<file path="src/rtl/fetch_pkg.sv">
// rtl/fetch_pkg.sv - shared types and constants for the instruction fetch stage
package fetch_pkg;

  // Fetch sequencing states
  typedef enum logic [1:0] {
    ST_IDLE   = 2'd0,
    ST_RUN    = 2'd1,
    ST_HALTED = 2'd2
  } fetch_state_t;

  localparam logic [31:0] DEFAULT_HALT_WORD = 32'hFFFF_FFFF;
  localparam int          FIFO_DEPTH        = 2;
  localparam int          DEFAULT_N         = 32;
  localparam int          DEFAULT_R         = 7;

  // One fetch buffer slot at the default widths: {pc, instr}
  typedef struct packed {
    logic [DEFAULT_R-1:0] pc;
    logic [DEFAULT_N-1:0] instr;
  } fetch_entry_t;

endpackage

</file>
<file path="src/rtl/fetch_fifo.sv">
// rtl/fetch_fifo.sv - 2-entry synchronous fetch buffer with flush
module fetch_fifo
  import fetch_pkg::*;
#(
  parameter int W = DEFAULT_R + DEFAULT_N
) (
  input  logic         clk,
  input  logic         rstn,
  input  logic         i_push,
  input  logic [W-1:0] i_push_data,
  input  logic         i_pop,
  input  logic         i_flush,
  output logic [1:0]   o_count,
  output logic [W-1:0] o_head
);

  logic [W-1:0] r_mem [FIFO_DEPTH];
  logic         r_rd_ptr;
  logic         r_wr_ptr;
  logic [1:0]   r_count;

  // Storage, pointers and occupancy; flush wins over push/pop, caller never overflows/underflows
  always_ff @(posedge clk) begin
    if (!rstn) begin
      for (int i = 0; i < FIFO_DEPTH; i++) r_mem[i] <= '0;
      r_rd_ptr <= 1'b0;
      r_wr_ptr <= 1'b0;
      r_count  <= 2'd0;
    end else if (i_flush) begin
      r_rd_ptr <= 1'b0;
      r_wr_ptr <= 1'b0;
      r_count  <= 2'd0;
    end else begin
      if (i_push) begin
        r_mem[r_wr_ptr] <= i_push_data;
        r_wr_ptr        <= ~r_wr_ptr;
      end
      if (i_pop) r_rd_ptr <= ~r_rd_ptr;
      case ({i_push, i_pop})
        2'b10:   r_count <= r_count + 2'd1;
        2'b01:   r_count <= r_count - 2'd1;
        default: r_count <= r_count;
      endcase
    end
  end

  assign o_count = r_count;
  assign o_head  = r_mem[r_rd_ptr];

endmodule

</file>
<file path="src/rtl/fetch_unit.sv">
// rtl/fetch_unit.sv - PC owner and fetch FSM feeding decode; FETCH_PERF_EN adds fetch/stall counters
module fetch_unit
  import fetch_pkg::*;
#(
  parameter int           n         = 32,
  parameter int           r         = 7,
  parameter logic [n-1:0] HALT_WORD = DEFAULT_HALT_WORD
) (
  input  logic         clk,
  input  logic         rstn,
  output logic [r-1:0] readAddr,
  input  logic [n-1:0] instr,
  input  logic         redirect,
  input  logic [r-1:0] redirectPC,
  output logic         idValid,
  input  logic         idReady,
  output logic [n-1:0] idInstr,
  output logic [r-1:0] idPC,
`ifdef FETCH_PERF_EN
  output logic [15:0]  fetchCount,
  output logic [15:0]  stallCount,
`endif
  output logic         halted
);

  fetch_state_t     r_state;
  fetch_state_t     w_next_state;
  logic [r-1:0]     r_pc;
  logic [r-1:0]     w_pc_next;
  logic             w_push;
  logic             w_pop;
  logic             w_flush;
  logic             w_space;
  logic [1:0]       w_count;
  logic [r+n-1:0]   w_head;

  // A redirect cycle never presents a transferable head
  assign idValid = (w_count != 2'd0) && !redirect;
  assign w_pop   = idValid && idReady;
  // Room exists if not full, or if the head leaves this same cycle
  assign w_space = (w_count < 2'(FIFO_DEPTH)) || w_pop;

  // State and PC register
  always_ff @(posedge clk) begin
    if (!rstn) begin
      r_state <= ST_IDLE;
      r_pc    <= '0;
    end else begin
      r_state <= w_next_state;
      r_pc    <= w_pc_next;
    end
  end

  // Next state, next PC, push and flush; redirect outranks everything outside IDLE
  always_comb begin
    w_next_state = r_state;
    w_pc_next    = r_pc;
    w_push       = 1'b0;
    w_flush      = 1'b0;
    case (r_state)
      ST_IDLE: w_next_state = ST_RUN;
      ST_RUN: begin
        if (redirect) begin
          w_flush   = 1'b1;
          w_pc_next = redirectPC;
        end else if (w_space) begin
          w_push = 1'b1;
          if (instr == HALT_WORD) w_next_state = ST_HALTED;
          else                    w_pc_next    = r_pc + 1'b1;
        end
      end
      ST_HALTED: begin
        if (redirect) begin
          w_flush      = 1'b1;
          w_pc_next    = redirectPC;
          w_next_state = ST_RUN;
        end
      end
      default: w_next_state = ST_IDLE;
    endcase
  end

  fetch_fifo #(.W(r + n)) u_fifo (
    .clk         (clk),
    .rstn        (rstn),
    .i_push      (w_push),
    .i_push_data ({r_pc, instr}),
    .i_pop       (w_pop),
    .i_flush     (w_flush),
    .o_count     (w_count),
    .o_head      (w_head)
  );

  assign readAddr = r_pc;
  assign idInstr  = w_head[n-1:0];
  assign idPC     = w_head[r+n-1:n];
  assign halted   = (r_state == ST_HALTED);

`ifdef FETCH_PERF_EN
  logic [15:0] r_fetch_count;
  logic [15:0] r_stall_count;

  // Pushes and idle RUN cycles, both free-running with natural 16-bit wrap
  always_ff @(posedge clk) begin
    if (!rstn) begin
      r_fetch_count <= 16'd0;
      r_stall_count <= 16'd0;
    end else begin
      if (w_push) r_fetch_count <= r_fetch_count + 16'd1;
      if ((r_state == ST_RUN) && !w_push && !redirect) r_stall_count <= r_stall_count + 16'd1;
    end
  end

  assign fetchCount = r_fetch_count;
  assign stallCount = r_stall_count;
`endif

endmodule

</file>
<file path="config.mk">
export PLATFORM = sky130hd
export DESIGN_NAME = fetch_unit
export DESIGN_NICKNAME = d
export VERILOG_FILES = /design/src/rtl/fetch_pkg.sv /design/src/rtl/fetch_fifo.sv /design/src/rtl/fetch_unit.sv
export SDC_FILE = /design/constraint.sdc
export NUM_CORES = 1
export LEC_CHECK = 0
export CAP_MARGIN = 0
export CELL_PAD_IN_SITES_DETAIL_PLACEMENT = 1
export CELL_PAD_IN_SITES_GLOBAL_PLACEMENT = 1
export CORE_MARGIN = 3
export CORE_UTILIZATION = 44
export DETAILED_ROUTE_END_ITERATION = 10
export PLACE_DENSITY = 0.87
export SYNTH_ARGS = -nofsm -noshare
export SYNTH_HDL_FRONTEND = slang
export SYNTH_SLANG_ARGS = --single-unit
</file>
<file path="constraint.sdc">
create_clock -name clk -period 9.5 [get_ports clk]
set_clock_uncertainty 0.2 [all_clocks]
set_input_delay 2.375 -clock clk [delete_from_list [all_inputs] [get_ports clk]]
set_output_delay 2.375 -clock clk [all_outputs]
set_load 0.01 [all_outputs]
</file>
== After elaboration in Yosys (flattened, before gate mapping) ==
Memory sizes are Yosys's and may differ from the RTL's. A register that Yosys moved wholly into a read port is not among the register bits.
Index checks and enable logic that the tools add are counted.

* Register bits after elaboration: 13
* Memory bits (writable): 78
* Input bits: 43
* Output and inout bits: 48
* Logic and storage cells: 63
* Memories kept: 1

* Add/subtract/negate cells: 3
* Order comparisons: 1
* Equality and inequality tests: 11
* Mux-type cells: 26
* Bitwise logic cells: 3
* Reductions and logical operators: 13

{| class="wikitable"
|+ Memory list
! memory !! words !! bits a word !! rd ports !! clocked after memory_dff !! write ports !! RTL line !! source
|-
| u_fifo.r_mem || 2 || 39 || 1 || 1 || 2 || fetch_fifo.sv:17 || <nowiki>logic [W-1:0] r_mem [FIFO_DEPTH];</nowiki>
|}

{| class="wikitable"
|+ Operators by type and width
! kind !! number
|-
| $mux 39 || 1
|-
| $reduce_or 39->1 || 1
|-
| $eq 32x32->1 const B || 1
|-
| $mux 7 || 4
|-
| $mux 1 || 14
|-
| $pmux 7 s2 || 1
|-
| $mux 2 || 4
|-
| $ne 2x2->1 const B || 4
|-
| $reduce_and 4->1 || 2
|-
| $add 7x1->7 const B || 1
|-
| $ne 3x3->1 const B || 2
|-
| $pmux 2 s3 || 1
|-
| $reduce_bool 2->1 || 3
|-
| $eq 2x1->1 const B || 2
|-
| $eq 2x2->1 const B || 2
|-
| $pmux 2 s2 || 1
|-
| $reduce_or 2->1 || 2
|-
| $not 1->1 || 3
|-
| $add 2x1->2 const B || 1
|-
| $logic_and 1x1->1 || 2
|-
| $logic_not 2->1 || 1
|-
| $lt 2x2->1 const B || 1
|-
| $sub 2x1->2 const B || 1
|-
| $logic_not 1->1 || 1
|-
| $logic_or 1x1->1 || 1
|}

== Depth between registers and ports, before layout ==
Gate-level depths: netlist (run 1).

* Depth after elaboration: 13
* Depth in mapped cells: 8
* Depth with buffers taken out: 8

== Hierarchy ==
Synthesis (run 1) repeated with hierarchy kept, for this count alone.

* Cells, all modules: 331
* Area, all modules: 4405.5 µm²

{| class="wikitable"
|+ Modules (own cells, without submodules)
! module !! instances !! cells an instance !! area an instance (µm²)
|-
| fetch_fifo || 1 || 241 || 3634.7
|-
| fetch_unit || 1 || 90 || 770.7
|}

== Worst setup path before layout (run 1) ==
No wires, ideal clock.

* Path kind: input port to flip-flop
* Start: in idReady
* End: mem u_fifo.r_mem[0][0] (netlist name), enable pin
* Data arrival time: 5.495 ns
* Required time: 8.811 ns
* Path slack: 3.316 ns
* Cell stages on the path: 4
* Cell sequence: nand2b_1 and3b_1 inv_2 o21ai_0

{| class="wikitable"
|+ RTL lines
! what !! RTL line !! source
|-
| start: declaration || fetch_unit.sv:16 || <nowiki>input logic idReady,</nowiki>
|-
| end: declaration || fetch_fifo.sv:17 ||
|}

== Worst setup path after layout (run 1) ==
* Start: in redirect
* End: out idValid

* Word-level cells in the longest chain between the ends: 2

{| class="wikitable"
|+ Ends and longest elaborated chain
! what !! RTL line !! source
|-
| start: declaration || fetch_unit.sv:13 || <nowiki>input logic redirect,</nowiki>
|-
| $logic_not 1->1 || fetch_unit.sv:38 || <nowiki>assign idValid = (w_count != 2'd0) && !redirect;</nowiki>
|-
| $logic_and 1x1->1 || fetch_unit.sv:38 ||
|-
| end: declaration || fetch_unit.sv:15 || <nowiki>output logic idValid,</nowiki>
|}

Every way passes these cells.

==> flow_metrics.tcl, run 1 <==
set metrics [dict create \
    dr.pass1.iters 5 \
    nets 457 \
    post-cts-setup-buffer-count 0 \
    relSlewSlack_pct 30.9 \
    end_kind "output port" \
    synth_top_cell_by_area "edfxtp_1" \
    cts_hold_buffers 0 \
    grt.total_usage_pct 19.2 \
    route.detailed.drc 0 \
    crit_chain "clkdlybuf4s50_1 > nor2_1 > clkdlybuf4s50_1" \
    synth_top_cell_area_share_pct 54.9 \
    antenna_found_initial 0 \
    ys_ff_latch 92 \
    slowest_delay_ns 0.56 \
    fin_crit_ns 6.22 \
    netlist_area_um2 4260 \
    hold_class "reg -> reg" \
    htreeDepth 3 \
    place_hpwl_mm 6.97 \
    grt_max_degree 40 \
    max_freq_ghz 0.161 \
    setup_viol 0 \
    core_um2 9330 \
    fin_tns_setup_ns 0 \
    synthCells 322 \
    utilization_pct 58.7 \
    crit_slowest_cell "clkdlybuf4s50_1" \
    ys_async_sr_fraction_pct 0 \
    synthFlopType "edfxtp_1" \
    dieArea_um2 10900 \
    cts_tree "built" \
    drt_wl_total_mm 10.2 \
    max_cap_viol_count 0 \
    grt_pass1_vias 3085 \
    yosysSeqAreaShare_pct 61.5 \
    cts_sinks 92 \
    path_clk_slew_ns 0.09 \
    synth_common_cells "78 x and2_1, 78 x edfxtp_1, 40 x mux2_2" \
    via_per_inst 5.30 \
    post_cts_resized 0 \
    die_h_um 104 \
    clockBufferDepth 2 \
    drt_iter0_drc 123 \
    cp-startpoint "redirect" \
    drive_gt1_share_pct 16.2 \
    initial_core_util_pct 45.7 \
    leakage_nw 1.99 \
    arrival_ns 3.65 \
    numPortBuffers 90 \
    cts_buffers 9 \
    report.final.slew_viol_count 0 \
    ant_nets 0 \
    worst_pin_slew_ns 1.03 \
    worstPathRequired_ns 6.93 \
    routed-via-count 2874 \
    ys_warn_count 0 \
    worstSetupPathType "in -> out" \
    synth_nets 371 \
    critPathMaxFanout 8 \
    diodes 0 \
    rr_startpoint "r_state[1]" \
    overflow 0 \
    post_drt_wl_per_cell_um 18.9 \
    rows 35 \
    ir_worst_vdd_v 0.000152 \
    insertion_delay_ns 0.35 \
    grt_setup_unrepaired "false" \
    hp-start "u_fifo.r_rd_ptr" \
    status "finished, final reports clean" \
    worst_path_most_repeated_cell "clkdlybuf4s50_1" \
    ys_top_cells_by_area "edfxtp_1 55%, and2_1 11%, mux2_2 11%" \
    start_kind "input port" \
    synthToLayoutAreaGrowth_pct 28.5 \
    routabilityCongestion 0.788 \
    syn_area_per_cell_um2 13.2 \
    hold_viol 0 \
    ios 91 \
    synth-edff-count 78 \
    cts_root_buf "clkbuf_8" \
    synth.distinct_cells 40 \
    fin_crit_sh_pct 65.5 \
    power_density_nw_per_um2 198 \
    die_w_um 104 \
    grt_pass1_wl_mm 16.3 \
]
==> layout make-up <==
class,instances,area [um2]
inverter,5,18.8
sequential,92,2620
fill,959,3850
multi-input combinational,207,1560
clock inverter,7,67.6
tap,129,161
timing repair buffer,93,923
clock buffer,9,124
==> state kept, by name, summed over array words and instances (netlist names), named ones only <==
name             flops
u_fifo.r_wr_ptr      1
u_fifo.o_count       2
r_state              2
u_fifo.r_rd_ptr      1
readAddr             7
u_fifo.r_mem        78
==> metal layers <==
layer	GRT usage, %	vias to the layer above	part of all wire, %
met2	34.3	81	53
met5	0	-	0
met1	23.4	1438	42
li1	-	1340	-
met3	3.17	15	3.9
met4	6.36	0	1.5
==> critical path, delay by kind of cell <==
family        cells  cell delay [ns]
simple gates      1             0.18
buf+inv           2             1.09
==> power breakdown <==
group	internal, mW	switching [mW]	leakage, nW
registers	0.496	0.0382	0.926
logic	0.153	0.138	0.973
clock network	0.120	0.138	0.0943
total	0.769	0.314	1.99
==> metrics by stage <==
step | std cells | power, mW | instance area, um2 | hold WS [ns] | worst slack, ns
final | 542 | 1.08 | 5480 | 0.341 | 3.28
after global routing | 542 | 1.13 | 5480 | 0.369 | 3.21
after CTS | 542 | 1.09 | 5480 | 0.345 | 3.28
after detailed placement | 526 | 0.836 | 5290 | 0.328 | 3.28
after global placement | 526 | 0.820 | 5290 | 0.282 | 3.33
after floorplan | 322 | 0.688 | 4260 | 0.269 | 3.32
==> placed cells by master (no fill, tap or decap), types with 2 or more instances in the layout <==
cell	count
a31oi_1	3
mux2_2	40
clkinv_4	2
nand4_1	6
inv_1	4
nor2_1	12
nor3_1	4
nand2_1	5
nor2b_1	2
and2_1	78
nand2b_1	2
nand3_1	3
nor4_1	3
clkdlybuf4s50_1	90
and3_1	3
a21oi_1	4
o311ai_0	6
clkbuf_8	9
xnor2_1	3
buf_4	3
dfxtp_1	13
edfxtp_1	78
or3_1	2
a22oi_1	2
ha_1	6
clkinv_1	2
o31ai_1	5
==> final timing paths <==
| check | to | slack [ns] | depth (start not counted) |
|---|---|---|---|
| min reg2reg | u_fifo.r_rd_ptr | 0.34 | 2 |
| max | idValid | 3.28 | 3 |
| min | u_fifo.r_rd_ptr | 0.34 | 2 |
| max reg2reg | u_fifo.r_mem[1][14] | 7.02 | 5 |
==> cells by family after synthesis <==
family	count (synthesis)	share of synthesized area, %
simple gates	129	17.8
flops	92	61.5
mux	41	10.8
compound gates	27	4.87
buf+inv	23	2.44
fa+ha+maj	6	1.76
xor+xnor	4	0.822
(Power assumes the default switching activity.)
==> run 2: changes to the inputs <==
Settings changed: CORE_UTILIZATION 44 to 37, PLACE_DENSITY 0.87 to 0.78.
Clock period 9.5 ns to 5.7 ns, I/O delays scaled along.
==> run 2 against run 1 <==
Sequential power increased by 66%; sequential cell count did not move; sequential share of layout area decreased by 0.92 points; critical endpoint unchanged; total power rose by 79%.
==> flow_metrics.tcl, run 2 (synthesis results as in run 1) <==
set metrics [dict create \
    timing.rr.end "u_fifo.r_mem[0][28]" \
    ir_worst_vdd_v 0.000149 \
    htreeDepth 3 \
    numPortBuffers 90 \
    hold_class "reg -> reg" \
    overflow 0 \
    grt_max_degree 40 \
    fill_cells 1137 \
    end_kind "output port" \
    dp.cells 537 \
    top_register "u_fifo.r_mem" \
    start_kind "input port" \
    ios 91 \
    die_h_um 113 \
    ant_nets 0 \
    cts_buffers 9 \
    diodes 0 \
    place_area_um2 5300 \
    post_cts_resized 0 \
    insertion_delay_ns 0.33 \
    leakage_nw 2.03 \
    fin_crit_ns 4.31 \
    drive_gt1_share_pct 15.7 \
    initial_core_util_pct 38.6 \
    r2r_slack_ns 3.06 \
    max_cap_viol_count 0 \
    worstPathRequired_ns 4.07 \
    cp-startpoint "redirect" \
    cts_root_buf "clkbuf_16" \
    fin_tns_setup_ns 0 \
    grt_pass1_vias 3036 \
    stdcell_count 553 \
    setup_viol 0 \
    cp-endpoint "idValid" \
    core_um2 11000 \
    hold_viol 0 \
    cts_tree "built" \
    cts_hold_buffers 0 \
    setup_slack_ns 1.39 \
    via_per_inst 5.12 \
    grt_pass1_wl_mm 15.9 \
    grt.total_usage_pct 16.2 \
    routabilityCongestion 0.806 \
    synthToLayoutAreaGrowth_pct 31.0 \
    met1Wirelength_mm 4.39 \
    top_layer "met4" \
    dieArea_um2 12800 \
    critPathMaxFanout 8 \
    power_mw 1.94 \
    power_density_nw_per_um2 348 \
    largest_reg_flops 78 \
    route.detailed.drc 0 \
    routed-via-count 2832 \
    arrival_ns 2.69 \
    r2r_cells 6 \
    multi_input_area_um2 1560 \
    max_freq_ghz 0.232 \
    antenna_found_initial 0 \
    dp_worst_setup_slack_ns 1.37 \
    die_w_um 113 \
    final_area_um2 5580 \
    post-cts-setup-buffer-count 0 \
    rows 38 \
    dr.pass1.iters 4 \
    relSlewSlack_pct 32.2 \
    grt_setup_unrepaired "false" \
    report.final.slew_viol_count 0 \
    drt_iter0_drc 111 \
    worst_pin_slew_ns 1.01 \
    drt_wl_total_mm 10.1 \
    clockBufferDepth 2 \
    path_clk_slew_ns 0.06 \
    cts_sinks 92 \
    final-seq-area_um2 2620 \
    nets 457 \
    rr_startpoint "r_state[1]" \
    met2_length_mm 5.17 \
    post_drt_wl_per_cell_um 18.2 \
    worstSetupPathType "in -> out" \
    status "finished, final reports clean" \
    fin_crit_sh_pct 75.6 \
    met3_wirelength_um 389 \
    layout_commonest_cell "clkdlybuf4s50_1" \
    place_hpwl_mm 6.79 \
    final_cell_mix "90 x clkdlybuf4s50_1, 78 x and2_1, 78 x edfxtp_1" \
]
run 2: changes by cell type in the layout (fill, tap and decap cells not counted):
cell | before | now
clkbuf_8 | 9 | 0
clkinv_4 | 2 | 0
clkbuf_16 | 0 | 9
clkbuf_1 | 0 | 2
clkinvlp_4 | 1 | 2
clkinv_2 | 1 | 0
run 2: worst min path at each step:
stage / end / start / depth (start not counted) / slack [ns]
2_1_floorplan: r_state[0] / r_state[0] / 2 / 0.27
3_3_place_gp: r_state[0] / r_state[0] / 2 / 0.28
3_5_place_dp: r_state[0] / r_state[0] / 2 / 0.31
4_1_cts: r_state[0] / r_state[0] / 2 / 0.32
5_1_grt: r_state[0] / r_state[0] / 2 / 0.35
6_report: r_state[0] / r_state[0] / 2 / 0.32
run 2: area by class of cell:
type / count / area share, %
tap: 140 / 3.14
clock inverter: 5 / 0.941
multi-input combinational: 207 / 27.9
clock buffer: 11 / 4.17
inverter: 5 / 0.336
timing repair buffer: 93 / 16.5
sequential: 92 / 47.0
run 2: worst max-delay path: stages:
cell and delay [ns]:
clkdlybuf4s50_1 0.53, nor2_1 0.17, clkdlybuf4s50_1 0.55
run 2: per-layer routing:
layer	track usage (%)	up-vias
met3	2.35	9
li1	-	1349
met2	28.4	61
met4	6.65	0
met1	20.0	1413
met5	0	-
run 2: metrics by stage:
stage | util [%] | hold WS, ns
2_1_floorplan | - | 0.269
3_3_place_gp | 48.0 | 0.283
3_5_place_dp | 48.0 | 0.306
4_1_cts | 50.6 | 0.325
5_1_grt | 50.6 | 0.350
6_report | 50.6 | 0.317
run 2: report_power, final:
group | total, mW | internal [mW] | switching, mW
Clock | 0.575 | 0.337 | 0.238
Combinational | 0.478 | 0.254 | 0.224
Sequential | 0.888 | 0.828 | 0.0595
Total | 1.94 | 1.42 | 0.522
==> run 3: changes to the inputs <==
Settings changed: CORE_UTILIZATION 37 to 41, PLACE_DENSITY 0.78 to 0.82.
Clock period 5.7 ns to 4 ns, I/O delays scaled along.
==> run 3 against run 2 <==
Non-clock buffer count grew 4; largest power group unchanged; via count shrank 0.32%; critical path type unchanged; routed wire length grew 2.9%.
==> flow_metrics.tcl, run 3 (synthesis results as in run 1) <==
set metrics [dict create \
    place_hpwl_mm 7.39 \
    comb_power_share_pct 27.4 \
    setup_viol 0 \
    cts_tree "built" \
    internal-power_mw 1.79 \
    hold_ws_ns 0.322 \
    insertion_delay_ns 0.36 \
    die_h_um 108 \
    clockBufferDepth 2 \
    overflow 0 \
    dr.pass1.iters 4 \
    cts_sinks 92 \
    grt_pass1_vias 3018 \
    top_register "u_fifo.r_mem" \
    grt.total_usage_pct 18.3 \
    hold_viol 0 \
    crit_chain "clkdlybuf4s50_1 > nor2_1 > clkdlybuf4s50_1" \
    critPathMaxFanout 8 \
    path_clk_slew_ns 0.10 \
    crit_slowest_cell "clkdlybuf4s50_1" \
    relSlewSlack_pct 51.8 \
    stdcell_count 550 \
    worst_path_most_repeated_cell "clkdlybuf4s50_1" \
    leakage_nw 2.03 \
    synthToLayoutAreaGrowth_pct 30.1 \
    ios 91 \
    cts_buffers 9 \
    route.detailed.drc 0 \
    ant_nets 0 \
    slowest_delay_ns 0.56 \
    dp_worst_setup_slack_ns 0.495 \
    worstSetupPathType "in -> out" \
    clock_power_share_pct 23.6 \
    arrival_ns 2.27 \
    r2r_slack_ns 1.65 \
    drt_iter0_drc 92 \
    dp.cells 534 \
    htreeDepth 3 \
    cts_root_buf "clkbuf_8" \
    max_cap_viol_count 0 \
    rows 36 \
    switching_share_pct 30.2 \
    post-cts-setup-buffer-count 0 \
    antenna_found_initial 0 \
    power_switching_mw 0.777 \
    drt_wl_total_mm 10.4 \
    utilization_pct 55.7 \
    path_buf_inv 2 \
    fin_crit_sh_pct 86.6 \
    grt_max_degree 26 \
    fin_tns_setup_ns 0 \
    end_kind "output port" \
    worstPathRequired_ns 2.80 \
    fill_cells 992 \
    numPortBuffers 90 \
    report.final.slew_viol_count 0 \
    cts_hold_buffers 0 \
    nets 461 \
    critical_path.top_delay_family "buffers and inverters" \
    hold_class "reg -> reg" \
    diodes 0 \
    final_cell_mix "90 x clkdlybuf4s50_1, 78 x and2_1, 78 x edfxtp_1" \
    core_um2 9950 \
    power_density_nw_per_um2 464 \
    grt_pass1_wl_mm 16.1 \
    layout_commonest_cell "clkdlybuf4s50_1" \
    largest_reg_flops 78 \
    max_freq_ghz 0.289 \
    seqPwrFrac_pct 49.0 \
    routabilityCongestion 0.728 \
    start_kind "input port" \
    fin_crit_ns 3.47 \
    routed-via-count 2823 \
    drive_gt1_share_pct 17.5 \
    status "finished, final reports clean" \
    setup_slack_ns 0.535 \
    initial_core_util_pct 42.8 \
    ir_worst_vdd_v 0.000267 \
    dieArea_um2 11700 \
    via_per_inst 5.13 \
    post_drt_wl_per_cell_um 18.9 \
    worst_pin_slew_ns 0.717 \
    grt_setup_unrepaired "false" \
    post_cts_resized 0 \
    die_w_um 108 \
]
## run 3: metal layers
layer / routed length [um] / up-vias / GRT usage (%)
met3: 421 / 9 / 4.30
met5: 0 / - / 0
met4: 102 / 0 / 4.42
met2: 5380 / 61 / 32.9
li1: - / 1357 / -
met1: 4470 / 1396 / 22.3
## run 3: area by class of cell
type / instances / area [um2] / area share [%]
sequential: 92 / 2620 / 47.3
tap: 133 / 166 / 3.00
multi-input combinational: 207 / 1560 / 28.1
clock buffer: 9 / 124 / 2.23
clock inverter: 7 / 65.1 / 1.17
inverter: 5 / 18.8 / 0.338
timing repair buffer: 97 / 991 / 17.9
## run 3: path summary, 6_finish.rpt
check,startpoint,end,cells past startpoint
worst max-delay path,redirect,idValid,3
worst min-delay path,r_state[0],r_state[0],2
worst max register to register,r_state[0],u_fifo.r_mem[0][34],5
worst min register to register,r_state[0],r_state[0],2
## run 3: worst reg2reg max path: stages (launching register included)
cell     delay [ns]
dfxtp_1        0.41
ha_1           0.30
and3b_1        0.27
inv_2          0.10
o21ai_4        0.50
buf_12         0.28
## run 3: through the flow
stage	area (um2)	power, mW
CTS	5550	2.60
finish	5550	2.57
global placement	5360	1.97
floorplan	4260	1.63
global route	5550	2.70
detailed placement	5360	2.00
## run 3: power groups by stage
stage / registers, mW / logic [mW] / clock network [mW]
after global placement: 1.27 / 0.693 / 0
after CTS: 1.26 / 0.718 / 0.623
after detailed placement: 1.28 / 0.713 / 0
final: 1.26 / 0.705 / 0.607
after global routing: 1.28 / 0.766 / 0.662
after floorplan: 1.26 / 0.372 / 0
==> RTL edit 1: new RTL, flow settings as in run 3 <==
The parameter `r` goes from 7 to 14.
--- a/src/rtl/fetch_unit.sv
+++ b/src/rtl/fetch_unit.sv
@@ -3,7 +3,7 @@
   import fetch_pkg::*;
 #(
   parameter int           n         = 32,
-  parameter int           r         = 7,
+  parameter int           r         = 14,
   parameter logic [n-1:0] HALT_WORD = DEFAULT_HALT_WORD
 ) (
   input  logic         clk,
Interface: changed (resized idPC, readAddr and redirectPC); port bits go from 91 to 112. No check against the original RTL was run, so the function may have changed too.
==> RTL edit 1 against run 3 <==
Routed wire length up 50%. Sequential cell count up 21. Synthesized cell count up 37%. Total power up 41%. Via count up 41%. Final area up 34%. Area after synthesis up 28%. Setup slack better by 160 ps. Sequential share of layout area down 4.3 points.
==> RTL edit 1: results (changes against run 3) <==
| Metric | Value |
|---|---|
| # fillers | `1297 (+31%)` |
| Reg2reg end | `u_fifo.r_mem[0][28]` |
| Avg Cell Area, Syn | `12.4 um^2 (-6.6%)` |
| CTS Root Cell | `clkbuf_16` |
| First-pass GRT wire length | `24.6 mm (+52%)` |
| Pre-CTS setup slack | `627 ps (+132 ps)` |
| PortBufs | `111 (+23%)` |
| Proportion of layout cells with a drive suffix above 1 | `18.3% (+0.80 points)` |
| Peak supply drop | `354 uV (+33%)` |
| Distinct cell type count after synthesis | `54 (+35%)` |
| WL/cell | `21.0 um (+11%)` |
| Commonest cells post-synth | `edfxtp_1 (92), and2_1 (91), mux2_2 (46)` |
| Register-to-register path setup slack | `1510 ps (-140 ps)` |
| Outcome | `finished, final reports clean` |
| Number of synthesized flops with an enable pin | `92 (+18%)` |
| Post-synthesis xor/xnor area fraction | `0.641% (-0.18 points)` |
| H-tree depth | `4 (+1)` |
| Top cells by area, synth | `edfxtp_1 (51%), and2_1 (10%), mux2_2 (9.5%)` |
| Area growth, synth to finish | `35.5%` |
| Final hold slack | `319 ps (-3.44 ps)` |
| Met3 usage | `5.03% (+0.74 points)` |
| Post-synthesis mux area share | `9.84% (-0.96 points)` |
| Post-synth net total | `498 (+34%)` |
| Synth Area in Compound Gates | `7.48% (+2.6 points)` |
| Metal-1 WL | `6.23 mm (+39%)` |
| DR WL met2 | `8.32 mm (+55%)` |
| Number of global-route vias before repair | `4389 (+45%)` |
| Placed cells | `708 (+33%)` |
| Sequential element share of the synthesized area | `58.2% (-3.3 points)` |
| Total track usage | `22.0% (+3.7 points)` |
| Met3 wire len | `736 um (+75%)` |
| Met1 Usage GRT | `26.7% (+4.4 points)` |
| CTS Buf Count | `17 (+8)` |
| CTS clock-pin slew for the worst setup and hold paths | `60 ps (-40 ps)` |
| Clk Latency, worst-skew pair | `410 ps (+50 ps)` |
| HPWL after detailed placement | `10.2 mm (+38%)` |
| Largest register FFs | `92 (+18%)` |
| Worst Path Max Fanout | `2 (-6)` |
| Drt initial violations | `218 (+140%)` |
| R2R Path Start | `r_state[1]` |
| Gpl congestion | `0.817 (+12%)` |
| Adder-cell share of the synthesized area | `1.37% (-0.39 points)` |
| Max transition margin | `59.4% (+7.6 points)` |
## RTL edit 1: cell types whose count changed after synthesis, moves of 6 or more
| cell | change |
|---|---|
| mux2_2 | +6 |
| edfxtp_1 | +14 |
| buf_2 | +8 |
| nand3_1 | +8 |
| a21oi_1 | +15 |
| nand2_1 | +17 |
| dfxtp_1 | +7 |
| o31ai_1 | +7 |
| and2_1 | +13 |
## RTL edit 1: area by class of cell
| type | count | area share, % |
|---|---|---|
| Tap cell | 172 | 2.91 |
| Sequential cell | 113 | 43.0 |
| Clock buffer | 26 | 8.04 |
| Timing Repair Buffer | 120 | 16.2 |
| Inverter | 6 | 0.304 |
| Clock inverter | 6 | 0.422 |
| Multi-Input combinational cell | 297 | 29.1 |
## RTL edit 1: power breakdown
group / switching [mW] / internal (mW) / total (mW)
sequential: 0.0737 / 1.39 / 1.46
combinational: 0.303 / 0.317 / 0.620
clock: 0.524 / 1.02 / 1.55
==> RTL edit 2: new RTL, settings of run 3 <==
Without the edit above. Encoding of `fetch_state_t`: now one-hot (3 bits for 3 states).
--- a/src/rtl/fetch_pkg.sv
+++ b/src/rtl/fetch_pkg.sv
@@ -2,10 +2,10 @@
 package fetch_pkg;
 
   // Fetch sequencing states
-  typedef enum logic [1:0] {
-    ST_IDLE   = 2'd0,
-    ST_RUN    = 2'd1,
-    ST_HALTED = 2'd2
+  typedef enum logic [2:0] {
+    ST_IDLE   = 3'b001,
+    ST_RUN    = 3'b010,
+    ST_HALTED = 3'b100
   } fetch_state_t;
 
   localparam logic [31:0] DEFAULT_HALT_WORD = 32'hFFFF_FFFF;
Function: same outputs for any inputs over 4 cycles, from zero or initial values and one cycle with rstn low; so few cycles prove little.
==> RTL edit 2 against run 3 <==
Area after synthesis increased by 3.3%. Routed wire length increased by 3.2%. Setup slack got worse by 10 ps. First-iteration DRC count increased by 65%. Non-clock buffer count increased by 2. Critical path type is now register to primary output. Cell count increased by 3.1%. Worst hold slack improved by 28 ps. Sequential cell count increased by 1. Final area increased by 3.0%. Via count increased by 3.3%. Sequential share of layout area decreased by 1.0 points. Utilization decreased by 0.62 points.
Power is not compared: it rests on default switching activity, and its combinational part moved more than twofold at a synthesized area within 25%.
==> RTL edit 2: results (changes against run 3) <==
| Metric | Value |
|---|---|
| Post-synthesis xor/xnor area fraction | `1.19% (+0.37 points)` |
| Pin count of the biggest net entering global routing | `40 (+54%)` |
| H-tree depth | `3 (unchanged)` |
| Final #Nets | `471 (+2.2%)` |
| Post-synthesis mux area share | `9.97% (-0.83 points)` |
| WL/cell | `18.9 um (about the same)` |
| HPWL after detailed placement | `7.32 mm (-0.98%)` |
| Register-to-Register Path Depth | `5 (unchanged)` |
| Int Pwr | `1.70 mW` |
| R2R Path Start | `r_state[1]` |
| Met2 Track Usage GR | `34.3% (+1.4 points)` |
| Distinct cell type count after synthesis | `51 (+28%)` |
| Sequential element share of the synthesized area | `60.0% (-1.5 points)` |
| Number of global-route vias before repair | `3158 (+4.6%)` |
| Top cells by area, synth | `edfxtp_1 (53%), and2_1 (11%), mux2_2 (10%)` |
| Commonest cells post-synth | `and2_1 (79), edfxtp_1 (78), mux2_2 (39)` |
| Reg2reg end | `u_fifo.r_mem[1][0]` |
| Avg Cell Area, Syn | `13.3 um^2 (+0.20%)` |
| Total track usage | `18.8% (+0.44 points)` |
| Register-to-register path setup slack | `1700 ps (+50 ps)` |
| Max stage delay on crit path | `750 ps (+190 ps)` |
| Outcome | `finished, final reports clean` |
| Worst path slowest cell | `dfxtp_2` |
| Hold Startpoint | `u_fifo.r_rd_ptr` |
| Worst Path Max Fanout | `25 (+17)` |
| # fillers | `1064 (+7.3%)` |
| Proportion of layout cells with a drive suffix above 1 | `19.5% (+2.0 points)` |
| Clk Latency, worst-skew pair | `350 ps` |
| Adder-cell share of the synthesized area | `0.568% (-1.2 points)` |
| Vias per inst | `5.14 (+0.20%)` |
| Met3 usage | `3.58% (-0.72 points)` |
| Placed cells | `551 (+3.2%)` |
| Drt initial violations | `152 (+65%)` |
| Post-synth net total | `377 (+1.6%)` |
| Gpl congestion | `0.787 (+8.1%)` |
| Synth Area in Compound Gates | `4.57% (-0.30 points)` |
| Hold Path End | `u_fifo.r_rd_ptr` |
| Met1 Usage GRT | `21.8% (-0.47 points)` |
| Leak Pwr | `2.10 nW` |
| Slew @ Worst Pin | `651 ps (-65.6 ps)` |
| Routed via count | `2916 (+3.3%)` |
| First-pass GRT wire length | `16.8 mm (+4.4%)` |
| Initial antenna violation count | `0 (unchanged)` |
| Longest Clk Path Bufs | `2 (unchanged)` |
| CP endpoint | `idInstr[23]` |
| Crit Path Category | `register to primary output` |
## RTL edit 2: changes by cell type after synthesis, sizes merged, moves of 3 or more
cell,change
a21oi,+5
buf,+5
clkbuf,-7
ha,-4
nand2,+13
o311ai,-6
o32ai,+3
## RTL edit 2: cell type report
type                    instances  area share [%]
well taps                     136            2.98
flip-flops and latches         93            46.3
clock inverters                 7            2.10
multi-input cells             219            29.1
clock buffers                   9            2.17
repair buffers                 99            17.2
inverters                       4           0.263
## RTL edit 2: power groups by stage
stage                     Clock, mW  Sequential (mW)  Combinational [mW]
after global placement            0             1.16               0.310
after floorplan                   0             1.15               0.166
final                         0.754             1.15               0.315
after detailed placement          0             1.17               0.317
after global routing          0.813             1.16               0.342
after CTS                     0.767             1.15               0.320
## RTL edit 2: per-layer routing
layer | wire length, um | share of wire [%] | up-vias
li1 | - | - | 1382
met1 | 4410 | 41 | 1457
met2 | 5690 | 53 | 66
met3 | 430 | 4.0 | 11
met4 | 174 | 1.6 | 0
met5 | 0 | 0 | -
## RTL edit 2: stage by stage
step | hold slack [ps] | utilization (%) | setup WS, ps | area [um^2]
detailed placement | 332 | 52.8 | 662 | 5470
finish | 351 | 55.1 | 524 | 5710
CTS | 355 | 55.1 | 495 | 5710
global route | 383 | 55.1 | 419 | 5710
floorplan | 281 | - | -1010 | 4400
global placement | 300 | 52.8 | 703 | 5470
## RTL edit 2: cells by family (layout without fill, tap and decap cells)
kind of cell	after synthesis	after routing
and+or+nand+nor	145	145
AOI/OAI and AO/OA	27	27
DFF	93	93
adders and majority gates	2	2
xor gates and xnor gates	6	6
muxes	39	39
buffers and inverters	20	119
## RTL edit 2: worst register-to-register path: cells and delay by family (launching register included)
kind	cells	cell delay [ps]
AND/OR/NAND/NOR	3	830
AO/OA/AOI/OAI	1	220
flip-flops	1	540
buffers and inverters	1	370
